**config.mk**
```make
export PLATFORM = sky130hd
export DESIGN_NAME = exception_ctrl
export DESIGN_NICKNAME = d
export VERILOG_FILES = /design/src/rtl/exc_pkg.sv /design/src/rtl/int_sync.sv /design/src/rtl/exception_ctrl.sv
export SDC_FILE = /design/constraint.sdc
export NUM_CORES = 1
export LEC_CHECK = 0
export CORE_UTILIZATION = 41
export DETAILED_ROUTE_END_ITERATION = 16
export PLACE_DENSITY = 0.82
export SKIP_LAST_GASP = 1
export SLEW_MARGIN = 0
export SYNTH_ARGS = -nofsm -noshare
export SYNTH_HDL_FRONTEND = slang
export SYNTH_SLANG_ARGS = --single-unit
```
**constraint.sdc**
```tcl
create_clock -name clk -period 2.35 [get_ports clk]
set_input_delay 0.3525 -clock clk [delete_from_list [all_inputs] [get_ports clk]]
set_output_delay 0.3525 -clock clk [all_outputs]
set_load 0.02 [all_outputs]
```
**src/rtl/exc_pkg.sv**
```systemverilog
// Shared exception-controller definitions: cause codes, exc_flags_m bit
// positions, FSM state encoding and the selected-cause record.
package exc_pkg;

  localparam logic [4:0] EXC_INT  = 5'd0;
  localparam logic [4:0] EXC_MOD  = 5'd1;
  localparam logic [4:0] EXC_TLBL = 5'd2;
  localparam logic [4:0] EXC_TLBS = 5'd3;
  localparam logic [4:0] EXC_ADEL = 5'd4;
  localparam logic [4:0] EXC_ADES = 5'd5;
  localparam logic [4:0] EXC_SYS  = 5'd8;
  localparam logic [4:0] EXC_BP   = 5'd9;
  localparam logic [4:0] EXC_RI   = 5'd10;
  localparam logic [4:0] EXC_OV   = 5'd12;
  localparam logic [4:0] EXC_TR   = 5'd13;
  localparam logic [4:0] EXC_ERET = 5'h1f;

  localparam int N_FLAGS       = 14;
  localparam int F_PC_ERR      = 13;
  localparam int F_ITLB_REFILL = 12;
  localparam int F_ITLB_INV    = 11;
  localparam int F_RI          = 10;
  localparam int F_OV          = 9;
  localparam int F_TRAP        = 8;
  localparam int F_SYS         = 7;
  localparam int F_BRK         = 6;
  localparam int F_ADEL        = 5;
  localparam int F_ADES        = 4;
  localparam int F_DTLB_REFILL = 3;
  localparam int F_DTLB_INV    = 2;
  localparam int F_DTLB_MOD    = 1;
  localparam int F_ERET        = 0;

  typedef enum logic [1:0] {
    ST_IDLE     = 2'd0,
    ST_FLUSH    = 2'd1,
    ST_REDIRECT = 2'd2
  } exc_state_e;

  typedef struct packed {
    logic       vld;
    logic [4:0] code;
    logic       badv_we;
    logic       badv_pc;   // badvaddr comes from pc_m rather than mem_addr_m
    logic       refill;    // vector to base+0 instead of base+0x180
    logic       eret;
  } exc_sel_t;

endpackage

```
**src/rtl/int_sync.sv**
```systemverilog
// One-bit multi-flop synchroniser for an asynchronous level input.
module int_sync #(
  parameter int STAGES = 2
) (
  input  logic clk,
  input  logic resetn,
  input  logic i_d,
  output logic o_q
);

  logic [STAGES-1:0] r_chain;

  always_ff @(posedge clk or negedge resetn) begin
    if (!resetn) r_chain <= '0;
    else         r_chain <= {r_chain[STAGES-2:0], i_d};
  end

  assign o_q = r_chain[STAGES-1];

endmodule

```
**src/rtl/exception_ctrl.sv**
```systemverilog
// M-stage exception/interrupt arbiter: picks the highest-priority cause,
// then runs a flush -> CP0 update -> fetch redirect sequence.
module exception_ctrl
  import exc_pkg::*;
#(
  parameter int          N_HWINT     = 6,
  parameter int          SYNC_STAGES = 2,
  parameter logic [31:0] BEV_BASE    = 32'hbfc0_0200
) (
  input  logic                 clk,
  input  logic                 resetn,
  input  logic [N_HWINT-1:0]   hw_int,
  input  logic                 valid_m,
  input  logic                 stall_m,
  input  logic [31:0]          pc_m,
  input  logic [31:0]          mem_addr_m,
  input  logic                 in_ds_m,
  input  logic [N_FLAGS-1:0]   exc_flags_m,
  input  logic                 mem_rd_m,
  input  logic                 mem_wr_m,
  input  logic [31:0]          cp0_status,
  input  logic [31:0]          cp0_cause,
  input  logic [31:0]          cp0_epc,
  input  logic [31:0]          cp0_ebase,
  output logic                 flush,
  output logic                 redirect_valid,
  input  logic                 redirect_ready,
  output logic [31:0]          redirect_pc,
  output logic                 cp0_wr,
  output logic [4:0]           cp0_exccode,
  output logic [31:0]          cp0_epc_o,
  output logic [31:0]          cp0_badvaddr,
  output logic                 cp0_bd,
  output logic                 cp0_badv_we,
  output logic                 cp0_eret,
  output logic [N_HWINT-1:0]   ip_hw
);

  exc_state_e  r_state, w_next;
  exc_sel_t    w_sel;
  logic [5:0]  w_hw6;
  logic [7:0]  w_pend_vec;
  logic        w_int_pend, w_dtlb, w_take;
  logic [31:0] w_epc, w_base, w_target;

  logic [4:0]  r_code;
  logic [31:0] r_epc, r_badv, r_target;
  logic        r_bd, r_badv_we, r_eret;

  for (genvar g = 0; g < N_HWINT; g++) begin : g_sync
    int_sync #(.STAGES(SYNC_STAGES)) u_sync (
      .clk    (clk),
      .resetn (resetn),
      .i_d    (hw_int[g]),
      .o_q    (ip_hw[g])
    );
  end

  always_comb begin
    w_hw6                = '0;
    w_hw6[N_HWINT-1:0]   = ip_hw;
  end

  // Status: IE=0, EXL=1, ERL=2, IM=15:8, BEV=22. Cause.IP1..0 = 9:8.
  assign w_pend_vec = cp0_status[15:8] & {w_hw6, cp0_cause[9:8]};
  assign w_int_pend = cp0_status[0] & ~cp0_status[1] & ~cp0_status[2] & (|w_pend_vec);
  assign w_dtlb     = exc_flags_m[F_DTLB_REFILL] | exc_flags_m[F_DTLB_INV];

  always_comb begin
    w_sel = '0;
    if (w_int_pend) begin
      w_sel.vld = 1'b1; w_sel.code = EXC_INT;
    end else if (exc_flags_m[F_PC_ERR]) begin
      w_sel.vld = 1'b1; w_sel.code = EXC_ADEL; w_sel.badv_we = 1'b1; w_sel.badv_pc = 1'b1;
    end else if (exc_flags_m[F_ITLB_REFILL] | exc_flags_m[F_ITLB_INV]) begin
      w_sel.vld = 1'b1; w_sel.code = EXC_TLBL; w_sel.badv_we = 1'b1; w_sel.badv_pc = 1'b1;
      w_sel.refill = exc_flags_m[F_ITLB_REFILL];
    end else if (exc_flags_m[F_RI]) begin
      w_sel.vld = 1'b1; w_sel.code = EXC_RI;
    end else if (exc_flags_m[F_OV]) begin
      w_sel.vld = 1'b1; w_sel.code = EXC_OV;
    end else if (exc_flags_m[F_TRAP]) begin
      w_sel.vld = 1'b1; w_sel.code = EXC_TR;
    end else if (exc_flags_m[F_SYS]) begin
      w_sel.vld = 1'b1; w_sel.code = EXC_SYS;
    end else if (exc_flags_m[F_BRK]) begin
      w_sel.vld = 1'b1; w_sel.code = EXC_BP;
    end else if (exc_flags_m[F_ADEL]) begin
      w_sel.vld = 1'b1; w_sel.code = EXC_ADEL; w_sel.badv_we = 1'b1;
    end else if (exc_flags_m[F_ADES]) begin
      w_sel.vld = 1'b1; w_sel.code = EXC_ADES; w_sel.badv_we = 1'b1;
    end else if (w_dtlb & (mem_rd_m | mem_wr_m)) begin
      // A data TLB miss without a real access is spurious and ignored.
      w_sel.vld = 1'b1; w_sel.code = mem_rd_m ? EXC_TLBL : EXC_TLBS; w_sel.badv_we = 1'b1;
      w_sel.refill = exc_flags_m[F_DTLB_REFILL] & ~cp0_status[1];
    end else if (exc_flags_m[F_DTLB_MOD]) begin
      w_sel.vld = 1'b1; w_sel.code = EXC_MOD; w_sel.badv_we = 1'b1;
    end else if (exc_flags_m[F_ERET]) begin
      w_sel.vld = 1'b1; w_sel.code = EXC_ERET; w_sel.eret = 1'b1;
    end
  end

  assign w_take   = valid_m & ~stall_m & (r_state == ST_IDLE) & w_sel.vld;
  assign w_epc    = in_ds_m ? pc_m - 32'd4 : pc_m;
  assign w_base   = cp0_status[22] ? BEV_BASE : cp0_ebase;
  assign w_target = w_sel.eret   ? cp0_epc :
                    w_sel.refill ? w_base  : w_base + 32'h180;

  always_ff @(posedge clk or negedge resetn) begin
    if (!resetn) r_state <= ST_IDLE;
    else         r_state <= w_next;
  end

  always_comb begin
    w_next = r_state;
    case (r_state)
      ST_IDLE:     if (w_take) w_next = ST_FLUSH;
      ST_FLUSH:    w_next = ST_REDIRECT;
      ST_REDIRECT: if (redirect_ready) w_next = ST_IDLE;
      default:     w_next = ST_IDLE;
    endcase
  end

  always_comb begin
    flush          = 1'b0;
    cp0_wr         = 1'b0;
    cp0_eret       = 1'b0;
    cp0_badv_we    = 1'b0;
    redirect_valid = 1'b0;
    case (r_state)
      ST_FLUSH: begin
        flush       = 1'b1;
        cp0_wr      = ~r_eret;
        cp0_eret    = r_eret;
        cp0_badv_we = ~r_eret & r_badv_we;
      end
      ST_REDIRECT: begin
        flush          = 1'b1;
        redirect_valid = 1'b1;
      end
      default: ;
    endcase
  end

  always_ff @(posedge clk or negedge resetn) begin
    if (!resetn) begin
      r_code    <= '0;
      r_epc     <= '0;
      r_badv    <= '0;
      r_target  <= '0;
      r_bd      <= 1'b0;
      r_badv_we <= 1'b0;
      r_eret    <= 1'b0;
    end else if (w_take) begin
      r_code    <= w_sel.code;
      r_epc     <= w_epc;
      r_badv    <= w_sel.badv_pc ? pc_m : mem_addr_m;
      r_target  <= w_target;
      r_bd      <= in_ds_m;
      r_badv_we <= w_sel.badv_we;
      r_eret    <= w_sel.eret;
    end
  end

  assign cp0_exccode  = r_code;
  assign cp0_epc_o    = r_epc;
  assign cp0_badvaddr = r_badv;
  assign cp0_bd       = r_bd;
  assign redirect_pc  = r_target;

  logic w_unused_bits;
  assign w_unused_bits = ^{cp0_status[31:23], cp0_status[21:16], cp0_status[7:3],
                           cp0_cause[31:10], cp0_cause[7:0]};

endmodule

```
==> flow_summary.toml, run 1 <==
[place]
hpwl_um = 18780
port_buffers = 282
placed_cell_area_um2 = 10930
finalWeightedCongestion = 0.9190

[clock_tree]
numCtsBuffers = 17
postCtsHoldBufs = 0
clk_latency_ns = 0.42
cts_max_level = 4
cts_max_path_buffers = 2
root_buffer = "clkbuf_16"
cts_tree = "built"
cts_setup_buffers = 0
cts.reportedPaths.clkPinSlew_ns = 0.06
cts.sinks = 117

[setup_path]
end_kind = "flip-flop"
rrSetupSlack_ns = 0.26
timing.critical_path.to = "cp0_epc_o[30]"
crit_required_ns = 2.66
reg2reg_to = "cp0_badvaddr[22]"
path_class = "in -> reg"
cp_max_fo = 4
regToRegStartpoint = "g_sync[1].u_sync.r_chain[1]"
crit_path_start_kind = "input port"
arrival_ns = 2.56
worstRegToRegCells = 8
setup.worst_path.start = "pc_m[20]"

[run]
cap_violations = 0

[global_route]
grt_pass1_wl_um = 38120
grt_remaining_overflow = 0
grt_usage = 0.2967
antenna_found_initial = 1
grt_pass1_vias = 7568
grt_max_degree = 118

[pwr]
leakagePower_nw = 5.010
power.density_cell_area_nw_per_um2 = 977.1
irDropWorstVdd_v = 0.0005550

[sta]
min_period_ns = 2.252
hold_violations = 19
clock_skew_ns = 0.007412
maxSlewHeadroom = 0.5068
rsz0062_at_grt = "no"
holdWs_ns = -0.06689
fin_crit_sh = 0.9581
worst_pin_slew_ns = 0.7397
drv_slew = 0
max_clock_freq_ghz = 0.4441
setup-violations-final = 0

[floorplan]
row_count = 46
coreArea_um2 = 15890
io_pins = 333
die_h_um = 129.5
dieArea_um2 = 16780
die_w_um = 129.5
initial_core_util = 0.4198

[status]
status = "finished with violations"
failed_checks = "negative hold slack"

[detailed_routing]
firstDrtPassIters = 5
antenna_left = 0
via_count = 7648
first_iter_violations = 551
finalWirelength_um = 25160
wl_per_cell_um = 18.04
route.detailed.drc = 0
via_per_inst = 5.482

[yosys]
synth_cells = 750
synth_warnings = 0
ys.flop_type = "dfrtp_1"
synth_edf_count = 0
synthArstFlopShare = 1.000
synthesis.area_um2 = 6669
ys_types = 69
synth.net_count = 975
synth-seq-cells = 117
synth-seq-area-share = 0.4390
postSynthAreaPerCell_um2 = 8.892

[final_layout]
stdcell_area_um2 = 11600
fillers = 1113
final_util = 0.7300
nets = 1390
area_growth_pct = 73.88
drive_above_1_share = 0.1910
layout_common_cells = "clkdlybuf4s50_1 (279), buf_4 (152), nand2_1 (121)"
mostFrequentLayoutCell = "clkdlybuf4s50_1"

[hold_path]
hp-class = "in -> async"
-- worst max-delay path, stage by stage --
cell and delay (ns):
clkdlybuf4s50_1 0.43, or4_4 0.55, or3_1 0.37, or3_4 0.39, nor4_4 0.23, xnor2_1 0.17
o21ai_2 0.06
-- worst min path at each step --
stage | cells after the start | slack (ns) | end
detailed placement | 0 | 0.33 | g_sync[1].u_sync.r_chain[1]
floorplan | 0 | 0.06 | cp0_badvaddr[0]
global placement | 0 | 0.33 | g_sync[0].u_sync.r_chain[1]
CTS | 2 | 0.05 | g_sync[1].u_sync.r_chain[0]
finish | 2 | -0.07 | g_sync[3].u_sync.r_chain[0]
global route | 2 | 0.03 | g_sync[1].u_sync.r_chain[0]
-- cell usage after synthesis (5+ instances only) --
master | n | share of area
buf_4 | 7 | 0.0079
nor2_1 | 52 | 0.029
nand3b_1 | 5 | 0.0056
xor2_1 | 11 | 0.014
o22ai_1 | 8 | 0.0075
xnor2_1 | 25 | 0.033
clkbuf_1 | 25 | 0.014
nand4_1 | 8 | 0.0075
nor4_1 | 13 | 0.012
nor3_1 | 7 | 0.0053
mux2i_1 | 36 | 0.054
ha_1 | 5 | 0.0094
o211ai_1 | 7 | 0.0079
a31oi_1 | 16 | 0.015
nor2b_1 | 7 | 0.0066
a22oi_1 | 7 | 0.0079
buf_2 | 12 | 0.0090
o21ai_1 | 5 | 0.0038
inv_1 | 10 | 0.0056
dfrtp_1 | 117 | 0.44
nand2_1 | 121 | 0.068
or3_1 | 7 | 0.0066
and2_1 | 5 | 0.0047
and3_1 | 11 | 0.010
o31ai_1 | 6 | 0.0068
o21ai_0 | 87 | 0.065
a21oi_1 | 29 | 0.022
nand3_1 | 23 | 0.017
nand2b_1 | 7 | 0.0066
-- flip-flops by register name, summed over array words and instances (netlist names) --
signal,flops
cp0_exccode,5
cp0_badvaddr,32
g_sync.u_sync.r_chain,12
r_state,2
cp0_bd,1
r_badv_we,1
redirect_pc,32
cp0_epc_o,32
-- through the flow --
step,TNS [ns],hold slack [ns],std cells,setup slack [ns],total power [mW]
2_1_floorplan,0,0.05691,750,0.003471,5.661
3_3_place_gp,-10.31,0.3324,1361,-0.2925,8.400
3_5_place_dp,-13.88,0.3347,1361,-0.3168,8.558
4_1_cts,0,0.04764,1393,0.01397,11.33
5_1_grt,0,0.03293,1395,0.02762,11.90
6_report,0,-0.06689,1395,0.09838,11.33
-- what timing repair did --
action,CTS,global route
endpoints found under the hold margin,0,0
setup endpoints to repair,0,10
resized for setup,0,6
-- cell families after synthesis --
group                      count (synthesis)  synth area share
AOI/OAI and AO/OA                        202            0.1839
xor gates and xnor gates                  36           0.04728
adders and majority gates                  5          0.009381
buffers and inverters                     58           0.03884
DFF                                      117            0.4390
muxes                                     40           0.06079
and+or+nand+nor                          292            0.2208
-- metal layers --
metal / global-route usage / vias up / wire length [µm]
met1: 0.3311 / 3604 / 9594
li1: - / 3549 / -
met5: 0 / - / 0
met2: 0.5193 / 413 / 12370
met3: 0.07927 / 82 / 2238
met4: 0.1546 / 0 / 964
-- power by group --
part	leakage [nW]	internal, mW	switching [mW]	total [mW]
combinational	3.31	2.53	2.68	5.21
sequential	1.42	2.90	0.538	3.44
clock	0.285	1.72	0.960	2.68
total	5.01	7.16	4.17	11.3
-- cell type report --
type / count / area [µm²] / share of cell area
Antenna cell: 1 / 2.502 / 0.0002158
Clock buffer: 21 / 460.4 / 0.03971
Clock inverter: 11 / 151.4 / 0.01306
Inverter: 10 / 40.04 / 0.003453
Multi-Input combinational cell: 575 / 3552 / 0.3063
Sequential cell: 117 / 2928 / 0.2525
Tap cell: 216 / 270.3 / 0.02331
Timing Repair Buffer: 444 / 4192 / 0.3615
No activity file was read; power rests on OpenSTA's default activity.
==> run 2, diff against run 1 <==
- GPL_TIMING_DRIVEN: default -> 0
- PLACE_DENSITY: 0.82 -> 0.8
- SKIP_CTS_REPAIR_TIMING: default -> 1
==> run 2 against run 1 <==
Final area decreased by 7.2%. Utilization decreased by 5.2 points. Highest routed layer unchanged. Hold slack improved by 0.41 ns. Non-clock buffer count decreased by 99. Register-to-register slack got worse by 0.10 ns. Largest cell class is now multi-input combinational cells. The run now ends clean. Global-route usage about the same. Maximum frequency decreased by 2.4%. Combinational power decreased by 3%. Cell count decreased by 7.2%.
==> flow_summary.toml, run 2 (synthesis gave the netlist of run 1 again) <==
[status]
status = "completed"

[place]
port_buffers = 281
hpwl_um = 18980
post-place-cells = 1248
finalWeightedCongestion = 0.9736

[sta]
worst_pin_slew_ns = 0.7616
min_period_ns = 2.307
max_clock_freq_ghz = 0.4335
holdWs_ns = 0.3420
drv_slew = 0
clock_skew_ns = 0.009973
maxSlewHeadroom = 0.4918
tns_ns = 0
setup-violations-final = 0
rsz0062_at_grt = "yes"
fin_crit_sh = 0.9815
hold_violations = 0

[detailed_routing]
first_iter_violations = 496
via_count = 7221
wl_per_cell_um = 19.36
highest_layer = "met4"
wl_met3_um = 2420
met2_length_um = 12260
route.detailed.drc = 0
met1_length_um = 9509
antenna_left = 0
via_per_inst = 5.576
finalWirelength_um = 25080
firstDrtPassIters = 5

[final_layout]
nets = 1291
drive_above_1_share = 0.1242
area_growth_pct = 61.45
instances_no_fill = 1295
mostFrequentLayoutCell = "clkdlybuf4s50_1"
layout_common_cells = "clkdlybuf4s50_1 (276), nand2_1 (121), dfrtp_1 (117)"
diodes = 0

[global_route]
grt_pass1_vias = 6912
antenna_found_initial = 0
grt_remaining_overflow = 0
grt_pass1_wl_um = 37310
grt_usage = 0.2971
grt_max_degree = 99

[pwr]
leakagePower_nw = 4.470
power_frac_clock = 0.228
switching_share = 0.3806
p_switching_mw = 4.157
p_seq_frac = 0.311
combPwrFrac = 0.461
power.density_cell_area_nw_per_um2 = 1014
p_int_mw = 6.764
irDropWorstVdd_v = 0.0005902
finalPower_mw = 10.92

[clock_tree]
numCtsBuffers = 17
cts.sinks = 117
cts.reportedPaths.clkPinSlew_ns = 0.06
cts_max_path_buffers = 2
cts_tree = "built"
clk_latency_ns = 0.42
root_buffer = "clkbuf_16"
cts_max_level = 4

[setup_path]
end_kind = "flip-flop"
crit_path_start_kind = "input port"
crit_required_ns = 2.66
arrival_ns = 2.61
cp_max_fo = 4
path_class = "in -> reg"

[floorplan]
coreArea_um2 = 15890
die_w_um = 129.5
dieArea_um2 = 16780
io_pins = 333
die_h_um = 129.5
row_count = 46
initial_core_util = 0.4198

[run]
cap_violations = 0

[hold_path]
hp-class = "in -> async"
run 2: layout make-up:
cell class	instances	area (µm²)
fill	1269	5119
multi-input combinational	575	3701
timing repair buffer	299	2982
sequential	117	2928
clock buffer	18	439.2
buffer	46	279.0
tap	216	270.3
clock inverter	14	127.6
inverter	10	40.04
run 2: final timing paths:
check                                             from                     endpoint  slack [ns]  cells after the start
max                                       cp0_ebase[8]              redirect_pc[27]        0.04                      9
min in group clk           g_sync[5].u_sync.r_chain[0]  g_sync[5].u_sync.r_chain[1]        0.35                      0
min reg2reg                g_sync[5].u_sync.r_chain[0]  g_sync[5].u_sync.r_chain[1]        0.35                      0
max reg2reg                g_sync[1].u_sync.r_chain[1]              redirect_pc[31]        0.16                      7
max in group asynchronous                       resetn               redirect_pc[0]        1.24                      3
min                                             resetn              redirect_pc[23]        0.34                      2
run 2: power groups by stage:
stage	Clock [mW]	Sequential [mW]	Combinational, mW
6_report	2.49	3.39	5.04
4_1_cts	2.51	3.39	4.98
3_3_place_gp	0	3.39	4.87
3_5_place_dp	0	3.42	4.96
5_1_grt	2.61	3.50	5.39
2_1_floorplan	0	4.42	1.24
run 2: critical path, stage by stage:
cell and delay, ns:
clkdlybuf4s50_1 0.55, nand2_1 0.11, ha_2 0.21, nand3b_1 0.26, nor3_4 0.22, and3_1 0.24
o2111ai_2 0.16, or3b_1 0.37, and3_1 0.14
run 2: metal layers:
layer  up-vias  GRT usage
li1       3362          -
met3        69    0.08547
met5         -          0
met2       407     0.5155
met1      3383     0.3432
met4         0     0.1245
run 2: stage by stage:
stage / utilization / worst slack (ns) / instance area (µm²)
floorplan: - / 0.003471 / 6703
detailed placement: 0.6178 / -1.162 / 9814
global route: 0.6778 / -0.05426 / 10770
finish: 0.6778 / 0.04341 / 10770
global placement: 0.6160 / -3.734 / 9786
CTS: 0.6535 / -0.7318 / 10380
==> run 3, diff against run 2 <==
- CORE_MARGIN: default -> 10
- CORE_UTILIZATION: 41 -> 42
- CTS_BUF_LIST: default -> sky130_fd_sc_hd__clkbuf_4 sky130_fd_sc_hd__clkbuf_8
- PLACE_DENSITY: 0.8 -> 0.81
- clock period: 2.35 -> 2.4 ns (I/O delays scaled with it)
==> run 3 against run 2 <==
Sequential share of layout area is 0.76 points higher. Hold slack hardly changed. Non-clock buffer count is 6 lower. Wire length is 9.2% higher. Highest routed layer unchanged.
==> flow_summary.toml, run 3 (synthesis gave the netlist of run 1 again) <==
[global_route]
antenna_found_initial = 0
grt_pass1_vias = 7327
grt_remaining_overflow = 0
grt_max_degree = 76
grt_pass1_wl_um = 41600
grt_usage = 0.2476

[hold_path]
hp-class = "in -> reg"
min_to = "g_sync[3].u_sync.r_chain[0]"
min_path_cells = 1
hold_start = "hw_int[3]"

[place]
finalWeightedCongestion = 0.9837
hpwl_um = 21400
dp_slack_ns = -1.160
port_buffers = 281

[detailed_routing]
finalWirelength_um = 27370
wl_per_cell_um = 21.24
antenna_left = 0
route.detailed.drc = 0
first_iter_violations = 680
firstDrtPassIters = 5
via_count = 7211
via_per_inst = 5.594

[final_layout]
drive_above_1_share = 0.1118
multi_input_area_um2 = 3623
nets = 1285
mostFrequentLayoutCell = "clkdlybuf4s50_1"
diodes = 0
register_area_um2 = 2928
layout_common_cells = "clkdlybuf4s50_1 (277), nand2_1 (121), dfrtp_1 (117)"
fillers = 1296
area_growth_pct = 57.05

[sta]
rsz0062_at_grt = "yes"
timing.final.ws_setup_ns = 0.02524
drv_slew = 0
clock_skew_ns = 0.01122
worst_pin_slew_ns = 0.6907
hold_violations = 0
holdWs_ns = 0.3420
setup-violations-final = 0
fin_crit_sh = 0.9895
max_clock_freq_ghz = 0.4211
min_period_ns = 2.375
maxSlewHeadroom = 0.5391

[setup_path]
crit_path_start_kind = "input port"
cp_max_fo = 7
regToRegStartpoint = "r_state[0]"
reg2reg_to = "redirect_pc[20]"
rrSetupSlack_ns = 0.12
worstRegToRegCells = 9
crit_required_ns = 2.73
arrival_ns = 2.70
end_kind = "flip-flop"
path_class = "in -> reg"

[floorplan]
initial_core_util = 0.4244
die_w_um = 146.0
die_h_um = 146.0
dieArea_um2 = 21320
row_count = 46
coreArea_um2 = 15710
io_pins = 333

[run]
cap_violations = 0

[clock_tree]
numCtsBuffers = 17
cts_tree = "built"
cts.reportedPaths.clkPinSlew_ns = 0.07
root_buffer = "clkbuf_8"
cts_max_path_buffers = 2
clk_latency_ns = 0.45
cts.sinks = 117
cts_max_level = 4

[pwr]
irDropWorstVdd_v = 0.0006375
leakagePower_nw = 4.336
power.density_cell_area_nw_per_um2 = 971.2

[status]
status = "completed"
-- run 3: cell count changes in the layout (fill, tap and decap cells not counted), moves of 2 or more --
cell       delta
clkbuf_4      -2
buf_6         +2
clkbuf_2      +4
nor4_2        -2
nor4_1        +2
clkbuf_16    -17
nor2_2        -2
clkbuf_8     +18
inv_6         -2
buf_4        -12
-- run 3: worst max-delay path by stage --
stage | cells past startpoint | startpoint | end
2_1_floorplan | 11 | cp0_status[22] | redirect_pc[27]
3_3_place_gp | 1 | resetn | g_sync[5].u_sync.r_chain[0]
3_5_place_dp | 7 | exc_flags_m[3] | cp0_epc_o[29]
4_1_cts | 7 | exc_flags_m[3] | cp0_epc_o[29]
5_1_grt | 9 | exc_flags_m[0] | redirect_pc[5]
6_report | 7 | cp0_ebase[10] | redirect_pc[30]
-- run 3: stage by stage --
step	cells	utilization	cell area [µm²]	total power [mW]	setup TNS, ns
after CTS	1280	0.6496	10210	10.18	-58.23
after global routing	1289	0.6666	10470	10.74	-0.2830
after floorplan	750	-	6698	5.542	0
final	1289	0.6666	10470	10.17	0
after global placement	1247	0.6225	9781	8.198	-538.38
after detailed placement	1248	0.6243	9809	8.302	-104.37
-- run 3: area by class of cell --
class                      count  area share
buffer                        48     0.02724
clock buffer                  20     0.02568
clock inverter                12     0.01230
inverter                      10    0.003584
multi-input combinational    575      0.3460
sequential                   117      0.2795
tap                          216     0.02580
timing repair buffer         291      0.2799
-- run 3: critical path: stages --
cell and delay (ns):
clkdlybuf4s50_1 0.63, o2111ai_1 0.40, nor4_4 0.40, nand4_1 0.16
a2111oi_1 0.43, mux2i_1 0.25, nor2_1 0.07
-- run 3: per-layer routing --
metal,GRT usage,wire length [µm]
met5,0,0
met4,0.07357,582
met3,0.07942,2740
met2,0.4145,13180
met1,0.2981,10870
-- run 3: power breakdown --
group | switching (mW) | internal (mW) | total [mW] | leakage [nW]
Clock | 0.856 | 0.986 | 1.84 | 0.198
Sequential | 0.469 | 2.83 | 3.30 | 1.42
Combinational | 2.70 | 2.33 | 5.03 | 2.72
Total | 4.02 | 6.15 | 10.2 | 4.34
